===== src/rtl/booth_multiplier.sv =====
// Sequential signed WIDTH x WIDTH multiplier using radix-2 Booth recoding.
// One Booth step per clock; the 2*WIDTH-bit product is presented as HI/LO with a done pulse.
module booth_multiplier #(
  parameter int WIDTH = 32
) (
  input  logic             clock,
  input  logic             clear_n,
  input  logic             start,
  input  logic [WIDTH-1:0] A,
  input  logic [WIDTH-1:0] B,
  output logic [WIDTH-1:0] HI,
  output logic [WIDTH-1:0] LO,
  output logic             busy,
  output logic             done
);

  localparam int CW = (WIDTH > 1) ? $clog2(WIDTH) : 1;

  typedef enum logic {
    IDLE = 1'b0,
    RUN  = 1'b1
  } state_e;

  state_e           state_q, state_d;
  logic [WIDTH-1:0] m_q;
  logic [WIDTH:0]   p_q, p_d;
  logic [WIDTH-1:0] q_q, q_d;
  logic             q1_q, q1_d;
  logic [CW-1:0]    cnt_q;
  logic [WIDTH-1:0] hi_q, lo_q;
  logic             done_q;

  logic [WIDTH:0]   m_sext;
  logic [WIDTH:0]   sum;
  logic             accept;
  logic             last_step;

  // P carries one extra bit so that subtracting the most-negative M cannot overflow.
  always_comb begin
    m_sext = {m_q[WIDTH-1], m_q};
    sum    = p_q;
    case ({q_q[0], q1_q})
      2'b01:   sum = p_q + m_sext;
      2'b10:   sum = p_q - m_sext;
      default: sum = p_q;
    endcase
    p_d  = {sum[WIDTH], sum[WIDTH:1]};
    q_d  = {sum[0], q_q[WIDTH-1:1]};
    q1_d = q_q[0];
  end

  always_ff @(posedge clock or negedge clear_n) begin
    if (!clear_n) begin
      state_q <= IDLE;
    end else begin
      state_q <= state_d;
    end
  end

  always_comb begin
    state_d = state_q;
    case (state_q)
      IDLE:    if (start) state_d = RUN;
      RUN:     if (last_step) state_d = IDLE;
      default: state_d = IDLE;
    endcase
  end

  always_comb begin
    busy      = (state_q == RUN);
    accept    = (state_q == IDLE) && start;
    last_step = (state_q == RUN) && (cnt_q == CW'(WIDTH - 1));
    HI        = hi_q;
    LO        = lo_q;
    done      = done_q;
  end

  // Operands are latched only on an accepted start; a start seen during RUN is ignored.
  always_ff @(posedge clock or negedge clear_n) begin
    if (!clear_n) begin
      m_q    <= '0;
      p_q    <= '0;
      q_q    <= '0;
      q1_q   <= 1'b0;
      cnt_q  <= '0;
      hi_q   <= '0;
      lo_q   <= '0;
      done_q <= 1'b0;
    end else begin
      done_q <= last_step;
      if (accept) begin
        m_q   <= A;
        q_q   <= B;
        p_q   <= '0;
        q1_q  <= 1'b0;
        cnt_q <= '0;
      end else if (state_q == RUN) begin
        p_q   <= p_d;
        q_q   <= q_d;
        q1_q  <= q1_d;
        cnt_q <= cnt_q + CW'(1);
        if (last_step) begin
          hi_q <= p_d[WIDTH-1:0];
          lo_q <= q_d;
        end
      end
    end
  end

endmodule

===== config.mk =====
export PLATFORM = sky130hd
export DESIGN_NAME = booth_multiplier
export DESIGN_NICKNAME = d
export VERILOG_FILES = /design/src/rtl/booth_multiplier.sv
export SDC_FILE = /design/constraint.sdc
export NUM_CORES = 1
export LEC_CHECK = 0
export ABC_AREA = 1
export ABC_CLOCK_PERIOD_IN_PS = 9300
export CAP_MARGIN = 0
export CORE_ASPECT_RATIO = 0.75
export CORE_UTILIZATION = 50
export CTS_BUF_LIST = sky130_fd_sc_hd__clkbuf_8 sky130_fd_sc_hd__clkbuf_16
export DETAILED_ROUTE_END_ITERATION = 7
export DONT_BUFFER_PORTS = 1
export GPL_ROUTABILITY_DRIVEN = 0
export GPL_TIMING_DRIVEN = 0
export SYNTH_ARGS = -nofsm -noshare
export SYNTH_HDL_FRONTEND = slang
export SYNTH_SLANG_ARGS = --single-unit

===== constraint.sdc =====
create_clock -name clock -period 9.3 [get_ports clock]
set_clock_uncertainty 0.05 [all_clocks]
set_input_delay 1.86 -clock clock [delete_from_list [all_inputs] [get_ports clock]]
set_output_delay 1.86 -clock clock [all_outputs]
set_load 0.005 [all_outputs]

=== Word level (Yosys, flattened, before mapping) ===
Cells that the tools add are included.

* Add/sub/neg operators: 3
* Multiply operators: 0
* Div/mod/pow operators: 0
* Magnitude comparators: 0
* Equal/unequal tests: 3
* Shift-type cells: 0
* Muxes and demuxes: 12
* Bitwise operators: 2
* Reductions and logical operators: 4

{| class="wikitable"
|+ Operators with widths
! cell !! count
|-
| 2-to-1 mux 33 bit || 2
|-
| case mux 33 bit (2 select lines) || 1
|-
| 2-to-1 mux 32 bit || 2
|-
| adder 33 bit || 1
|-
| subtractor 33 bit || 1
|-
| 2-to-1 mux 5 bit || 2
|-
| adder 5 x 1 -> 5 bit (second input constant) || 1
|-
| == test 5 bit (second input constant) || 1
|-
| 2-to-1 mux 1 bit || 4
|-
| AND reduction 3 bit || 1
|-
| == test 2 x 1 -> 1 bit (second input constant) || 1
|-
| == test 2 bit (second input constant) || 1
|-
| logical AND 1 bit || 2
|-
| NOT 1 bit || 2
|-
| case mux 1 bit (2 select lines) || 1
|-
| nonzero test 2 bit || 1
|}

* Flip-flop bits (word level): 169
* Latch bits: 0
* Memory bits (writable): 0
* Bits in read-only memories: 0
* Input bits: 67
* Output and inout bits: 66
* Logic and storage cells: 33
* Memories: 0

=== Longest topological paths before layout ===
Gate-level depths: netlist (run 1).

* Depth in word-level cells: 4
* Gate-level depth with buffers: 26
* Depth with buffers taken out: 26

=== Worst setup path after synthesis (run 1) ===
OpenSTA, ideal clock, no wires.

* Path type: input port to flip-flop
* Start point: input port start
* End point: register q_q[28]
* Setup time: 0.087 ns
* Data arrival time: 2.786 ns
* Data required time: 9.163 ns
* Slack: 6.377 ns
* Stages on the path: 4
* Path buffers: 1
* Path through: nor2_1 -> clkinv_1 -> clkbuf_1 -> o211ai_1

* Word-level cells in the longest chain between the ends: 2
* Elaborated cells on any way between the ends: 3
* Those cells by class: mux: 1; reduce/logical: 2

{| class="wikitable"
|+ RTL lines
! item !! line !! source
|-
| from (decl) || 8 || <nowiki>input logic start,</nowiki>
|-
| logical AND 1 bit (*) || 71 || <nowiki>accept = (state_q == IDLE) && start;</nowiki>
|-
| 2-to-1 mux 32 bit or nonzero test 2 bit (tied branches) || n/a ||
|-
| to (signal assigned) || 99 || <nowiki>q_q <= q_d;</nowiki>
|-
| to (decl) || 27 || <nowiki>logic [WIDTH-1:0] q_q, q_d;</nowiki>
|}

Mark *: on every way between the ends. The rest lies on a longest branch, timed or not.
A chain may end at the register's enable or synchronous reset.

=== Worst setup path in the final report (run 1) ===
* Start point: register q_q[0]
* End point: register hi_q[24], in the netlist HI[24]

* Word-level cells in the longest chain between the ends: 2
* Elaborated cells on any way between the ends: 3
* Those cells by class: eq/ne: 2; mux: 1

{| class="wikitable"
|+ RTL lines
! item !! line !! source
|-
| == test 2 bit or == test 2 x 1 -> 1 bit (tied branches) || 42 || <nowiki>case ({q_q[0], q1_q})</nowiki>
|-
| case mux 33 bit (2 select lines) (*) || 42 ||
|-
| to (signal assigned) || 103 || <nowiki>hi_q <= p_d[WIDTH-1:0];</nowiki>
|-
| to (decl) || 30 || <nowiki>logic [WIDTH-1:0] hi_q, lo_q;</nowiki>
|}

Marked as above.

==> results.txt, run 1 <==
- The run finished with clean final reports.
* Data required time at the worst endpoint: between 9 and 10 ns
- Via count of the first global-routing pass: between 8,000 and 9,000
- Buffer cell driving the clock tree root: sky130_fd_sc_hd__clkbuf_16
- At the pin with the least slew margin, the transition time is approximately 0.68 ns.
* Reg clk slew, reported paths: ~0.080 ns
* Skew-Pair Late Insertion Delay: roughly 0.45 ns
* Type of the worst setup path: flop to flop
- Overall routed net length: 28,100 um
- After the last flow step, the layout net total stands at roughly 1,400.
* Proportion of register bits with asynchronous set or reset after synthesis: 100%
- Fill cell instance count of the final layout: around 1,800
- Net Count, Synth: ~1,400
- In this run, the number of DRC markers left after iteration 0 of detailed routing was 761.
- The slowest stage of the critical path is the sky130_fd_sc_hd__clkbuf_1 cell.
- The synthesized netlist contains 45 unique library cells.
- Origin of the critical flop-to-flop path: q_q[0]
* Arrival time of data at the critical path endpoint: around 4.2 ns
- Using the TritonRoute via totals, the vias-per-cell ratio works out to between 5 and 6.
- Detailed-router iteration count before antenna repair: 5
* FF+latch area: 4200 sq um
- Entering global routing, the biggest net connects 169 pins.
* Post-cts repair resize count: 0
- Measured along the x axis, the die boundary spans 163 um.
- Share of synthesized area occupied by flip-flops and latches: roughly 43%
- Multi-input logic area: between 4000 and 5000 sq um
* Fmax: around 260 MHz
* Peak fanout along the critical path: 10
- Setup violations remaining at the end of the flow were counted as 0.
- Sink count of the clock tree: between 150 and 200
- Critical path endpoint category: flop
- After detailed routing, the number of remaining DRC violations is 0.
- Summing the areas of all compound-gate instances in the mapped netlist gives between 10% and 20% of the synthesized area.
- Subtracting the final worst setup slack from the clock period gives 3.89 ns.
- Maximum buffer depth of the clock tree: 2
- Core outline area: around 19,000 sq um
- Final Hold Violating Endpoints: 0
- The average instance in the mapped netlist occupies between 7 and 8 sq um.
* Unrepaired setup endpoints after global routing: no
- Number of pins with negative max-slew slack in the final report: 0
- The first global-routing pass estimated between 40,000 and 50,000 um of wire.
- By area, the combinational part of the netlist is dominated by simple AND/OR/NAND/NOR gates.
- The worst hold path belongs to the class flop to flop.
- In this run, CTS created clock tree buffers numbering 17.
* HPWL after DPL: between 20,000 and 25,000 um
- Antenna Diode Count: 0
- The critical path starts at q_q[0].
- Number of standard-cell rows in the floorplan: 43
* Final total negative setup slack: 0 ns
* Die height: about 120 um
* CTS H-tree lvls: 4
- Pin placement for this block handled about 130 I/O pins.
- Number of warnings printed during yosys synthesis: 0
- GR Overflow Total: 0
* Effective utilization at floorplan: 51.7%
- Endpoint of the lowest-slack register-to-register path: HI[24]
- After clock tree synthesis, the setup repair step added 0 buffers.
- Cell Area, Synth: roughly 9700 sq um
- In this run, post-CTS hold repair placed 0 buffers.
* Total routing usage reported by global routing: between 20 and 30%
- Slowest cell delay on critical path: ~0.43 ns
- In the synthesized netlist, mux cells make up less than 1% of the area.
* Average wire length per cell after detail routing: roughly 18 um
- The synthesized netlist devotes around 3.3% of its cell area to XOR and XNOR gates.
- Crit path top cell by count: sky130_fd_sc_hd__nand2_1
* PortBufs: 0
* Number of enable flip-flop cells after synthesis: 0
- In this run, synthesis produced a sequential element count of around 170.
- Clock tree from TritonCTS: built
- Sequence of cells on the critical path: ha_1, buf_2, inv_1, clkbuf_1, o21ai_0, xnor2_1, inv_1, ha_1, a21oi_1, o21ai_0, a21oi_1, nor2_1, nor2_1, nand2_1, nand2_1, nand3_1, nand3_1, nand2_1
* Signed area change from the synthesized netlist to the final layout: 9.64%
* Remaining antenna violation count: 0
* Post-route fraction of the period consumed by the critical path: 41.9%
- Simple-gate share of the synthesized area: between 20% and 30%
- In this run the register-to-register setup slack is between 5 and 6 ns.
- The initial antenna violation count came to 0.
- Headroom to the max-slew limit came out at 54.8%.
- For this run, the leading register cell type out of synthesis is sky130_fd_sc_hd__dfrtp_1.
* Synthesized netlist cell count: between 1,000 and 1,500
- Leaving out fill and tap cells, the most frequent cell in the layout is sky130_fd_sc_hd__nand2_1.
- Overall die area: 19,900 sq um
- The tool flagged a number of max-cap violations equal to 0.
- The worst setup path is launched from a flop.
- End point of the critical path: HI[24]
* Fraction of final layout cells sized beyond drive strength 1: 4.36%
* Reg2reg path depth: 18
- Total via count after detailed routing: slightly below 9,000
- In the layout the commonest cells are 436 x sky130_fd_sc_hd__nand2_1, 168 x sky130_fd_sc_hd__dfrtp_1, 143 x sky130_fd_sc_hd__inv_1.
* Adder-Cell Fraction of Synth Area: 4.86%
cells in the mapped netlist (all sizes together), types with 5 or more instances:
library cell / number / area (sq um)
a21oi: 41 / 220
buf: 7 / 28.8
clkbuf: 38 / 143
dfrtp: 168 / 4200
ha: 36 / 450
inv: 146 / 548
nand2: 438 / 1650
nand3: 70 / 350
nand4: 11 / 68.8
nor2: 91 / 359
nor3: 8 / 56.3
nor4: 5 / 31.3
o21ai: 126 / 634
o21bai: 8 / 63.8
o221ai: 30 / 263
or2: 9 / 56.3
xnor2: 10 / 87.6
xor2: 26 / 228
worst min-delay path by stage:
| stage | cells after the start | endpoint | from |
|---|---|---|---|
| global route | 1 | cnt_q[3] | cnt_q[3] |
| finish | 1 | cnt_q[3] | cnt_q[3] |
| global placement | 1 | cnt_q[3] | cnt_q[3] |
| detailed placement | 1 | cnt_q[3] | cnt_q[3] |
| CTS | 1 | cnt_q[3] | cnt_q[3] |
| floorplan | 1 | cnt_q[3] | cnt_q[3] |
flip-flops by register name (all words and copies together) (netlist names):
name and count:
HI 32, LO 32, m_q 32, p_q 32
q_q 32, cnt_q 5, busy 1, done 1
q1_q 1
worst max-delay path: cells and delay by family (launching register included):
family                     cells  cell delay [ns]
and+or+nand+nor                7             0.65
adders and majority gates      2             0.54
xor gates and xnor gates       1             0.17
buffers and inverters          4             0.96
DFF                            1             0.39
AOI/OAI and AO/OA              4             1.00
area by class of cell:
class / instances / share of cell area [%]
multi-input combinational: 938 / 44.7
sequential: 168 / 39.6
inverter: 148 / 5.24
clock buffer: 17 / 4.01
tap: 247 / 2.91
clock inverter: 15 / 1.86
buffer: 45 / 1.62
routing by layer:
metal  vias up  GRT usage (%)  routed length [um]
met3        22           6.52                2250
met2       286           41.3               11200
met1      4099           46.3               14300
li1       4265              -                   -
met5         -              0                   0
met4         0           7.36                 380
logic make-up (layout without fill, tap and decap cells):
logic type,count (synthesis),in the layout
flip-flops,168,168
buffers and inverters,193,225
multiplexers,3,3
XOR/XNOR,36,36
adder cells (fa/ha/maj),37,37
AND/OR/NAND/NOR,639,639
AO/OA/AOI/OAI,223,223
metrics by stage:
stage / setup slack (ns) / util [%] / std cells / area, sq um / hold slack [ns]
after floorplan: 6.38 / - / 1299 / 9670 / 0.401
after global placement: 5.49 / 53.3 / 1546 / 9980 / 0.428
after detailed placement: 5.49 / 53.3 / 1546 / 9980 / 0.436
after CTS: 5.44 / 56.6 / 1578 / 10600 / 0.445
after global routing: 4.98 / 56.6 / 1578 / 10600 / 0.480
final: 5.41 / 56.6 / 1578 / 10600 / 0.443
Power of run 1 is left out: the tool's default activity adds up to more than one toggle a clock period on the data nets, which glitch-free logic cannot reach.
==> inputs of run 2 (changes only) <==
--- a/config.mk
+++ b/config.mk
@@ -6,7 +6,7 @@
 export NUM_CORES = 1
 export LEC_CHECK = 0
 export ABC_AREA = 1
-export ABC_CLOCK_PERIOD_IN_PS = 9300
+export ABC_CLOCK_PERIOD_IN_PS = 3150
 export CAP_MARGIN = 0
 export CORE_ASPECT_RATIO = 0.75
 export CORE_UTILIZATION = 50
@@ -15,6 +15,7 @@
 export DONT_BUFFER_PORTS = 1
 export GPL_ROUTABILITY_DRIVEN = 0
 export GPL_TIMING_DRIVEN = 0
+export PLACE_DENSITY = 0.68
 export SYNTH_ARGS = -nofsm -noshare
 export SYNTH_HDL_FRONTEND = slang
 export SYNTH_SLANG_ARGS = --single-unit
==> constraint.sdc (replaced) <==
create_clock -name clock -period 3.15 [get_ports clock]
set_clock_uncertainty 0.05 [all_clocks]
set_input_delay 0.63 -clock clock [delete_from_list [all_inputs] [get_ports clock]]
set_output_delay 0.63 -clock clock [all_outputs]
set_load 0.005 [all_outputs]
==> run 2 against run 1 <==
Effect of this change:
- the run now ends with negative hold slack, negative setup slack left
- die area unchanged
- cell area increased by 13%
- routed wire length increased by 8.9%
- highest routed layer unchanged
- sequential share of layout area decreased by 4.5 points
- setup slack got worse by 5.6 ns
- first-iteration DRC count increased by 28%
- via count increased by 6.8%
- flip-flop and latch count unchanged
- count of clock-buffer cells in the layout unchanged
- critical path depth increased by 3
==> results.txt, run 2 (same netlist as run 1, synthesis figures left out) <==
- The checks that failed: negative hold slack, negative setup slack.
- The library cells used most frequently in the layout, excluding fill and tap cells, are 404 x sky130_fd_sc_hd__nand2_1, 163 x sky130_fd_sc_hd__dfrtp_1, 128 x sky130_fd_sc_hd__inv_1.
- From synthesis to final layout, the design area changed by 23.9%.
- Across all setup checks in the final design, the least slack found is -0.181 ns.
- Average wire length per cell after detail routing: 18.9 um
* Type of the worst setup path: flop to flop
- For this block, the routed nets add up to a little over 30,000 um of wire.
- STA puts the critical path data arrival time at between 3 and 4 ns.
- Total Nets Final: about 1,500
* Sequence of cells on the critical path: inv_2, buf_4, nand3_2, nor3_4, buf_6, nand2_2, nor2_4, a21oi_2, xor2_2, ha_1, nand2_1, nand2_1, o21bai_2, a21oi_2, nor2_1, nor2_1, nand2_1, nand2_1, nand3_1, nand3_1, nand2_1
- Slack of the worst reg-to-reg path: -0.18 ns
- For the finished layout, the period the worst path requires is between 3 and 4 ns.
* Global-route wire length before repair: approximately 46,000 um
- Pin placement for this block handled approximately 130 I/O pins.
- Fin Hold WS: -0.178 ns
- The die is between 100 and 150 um tall.
* Buffer cell driving the clock tree root: sky130_fd_sc_hd__clkbuf_16
- Clock tree from TritonCTS: built
- FF+latch area: 4210 sq um
- Core outline area: ~19,000 sq um
- Reg clk slew, reported paths: 0.08 ns
- Unrepaired setup endpoints after global routing: yes
- For the final routed database, the setup TNS stands at -3.22 ns.
* Number of pins with negative max-slew slack in the final report: 0
* Kind of cell adding the most delay to the critical path: simple AND/OR/NAND/NOR gates
- In this run the worst path has a maximum fanout of 5.
- Vias per cell: between 5 and 6
- For this design, the slowest cell found on the critical path is sky130_fd_sc_hd__dfrtp_1.
- Fill cell instance count of the final layout: approximately 1,600
- For the worst setup path, the data required time is roughly 3.4 ns.
- The die covers 19,900 sq um.
- After detailed routing, the number of remaining DRC violations is 0.
- For this run, the top clock speed supported by timing is between 300 and 400 MHz.
- For this design, the sink count on the clock tree is between 150 and 200.
* Final Hold Violating Endpoints: approximately 170
* Critical path endpoint category: flop
* Multi-input logic area: around 5800 sq um
* Number of DRC markers in iteration 0: 975
- Post-route fraction of the period consumed by the critical path: 106%
- The largest single stage delay on the critical path is 0.40 ns.
- Least-Margin Pin Slew: around 0.81 ns
- Effective utilization at floorplan: between 50% and 60%
- Crit path top cell by count: sky130_fd_sc_hd__nand2_1
* PortBufs: 0
- Global routing finished with a remaining overflow of 0.
- Once detailed placement completed, the half-perimeter wirelength came to just over 20,000 um.
- In the final layout, the share of cells above drive strength 1 is 21.8%.
- The clock reaches the later pin of the worst-skew pair after around 0.45 ns.
- CTS H-tree lvls: 4
* Path type of the worst min-delay path: input port to async pin
- The number of buffers and inverters on the critical path is 3.
- Status: finished, violations left
- Total routing usage reported by global routing: 30.4%
- Kind of start point of the critical path: flop
* Antenna Diode Count: 0
- Remaining antenna violation count: 0
- Via count of the first global-routing pass: 8,471
- Entering global routing, the biggest net connects between 150 and 200 pins.
- The library cell used most frequently in the layout, excluding fill and tap cells, is sky130_fd_sc_hd__nand2_1.
- After floorplanning, the core was divided into 43 placement rows.
- Die boundary width: approximately 160 um
- Setup violations remaining at the end of the flow were counted as 36.
- Maximum buffer depth of the clock tree: 2
- Num CTS Buffers: 17
- Antenna violations before repair: 0
- In this run the tightest slew margin relative to its limit is between 40% and 50%.
- Total via count after detailed routing: between 9,000 and 10,000
- Count of maximum capacitance violations: 0
- Detailed-router iteration count before antenna repair: 8
-- run 2: changes by cell type in the layout (fill, tap and decap cells not counted), sizes merged --
cell	before	now
inv	151	150
clkinvlp	1	4
clkinv	11	9
buf	7	53
-- run 2: layer usage --
layer  track usage [%]  wire length [um]  vias up
li1                  -                 -     4341
met1              44.5             13700     4391
met2              43.3             13200      461
met3              8.14              3070       72
met4              9.81               682        0
met5                 0                 0        -
-- run 2: worst paths after layout --
| kind | startpoint | end | cells past startpoint |
|---|---|---|---|
| max | m_q[0] | HI[29] | 21 |
| min | clear_n | HI[10] | 0 |
| max reg2reg | m_q[0] | HI[29] | 21 |
| min reg2reg | HI[5] | HI[5] | 2 |
| max in group asynchronous | clear_n | m_q[9] | 0 |
| min in group clock | A[13] | m_q[13] | 2 |
-- run 2: layout make-up --
class	instances	area share, %
Clock inverter	15	1.35
Timing Repair Buffer	46	2.94
Sequential cell	168	35.1
Clock buffer	17	3.55
Buffer	45	1.58
Tap cell	247	2.58
Multi-Input combinational cell	938	48.2
Inverter	148	4.67
-- run 2: timing repair --
| item | in CTS | in global routing |
|---|---|---|
| setup endpoints to repair | 56 | 48 |
| hold endpoints to repair | 168 | 168 |
| resized for setup | 91 | 180 |
| setup buffers | 30 | 16 |
| cloned | 0 | 0 |
| pin swaps | 21 | 46 |
-- run 2: per-stage QoR --
| stage | instances | setup WS, ns | hold slack [ns] | utilization [%] | instance area [sq um] |
|---|---|---|---|---|---|
| CTS | 1608 | -0.0263 | -0.185 | 59.7 | 11200 |
| global route | 1624 | -0.323 | -0.187 | 64.0 | 12000 |
| global placement | 1546 | -0.602 | 0.292 | 53.3 | 9980 |
| finish | 1624 | -0.181 | -0.178 | 64.0 | 12000 |
| floorplan | 1299 | 0.234 | 0.284 | - | 9670 |
| detailed placement | 1546 | -0.590 | 0.291 | 53.3 | 9980 |
Power of run 2 is left out for the same reason.
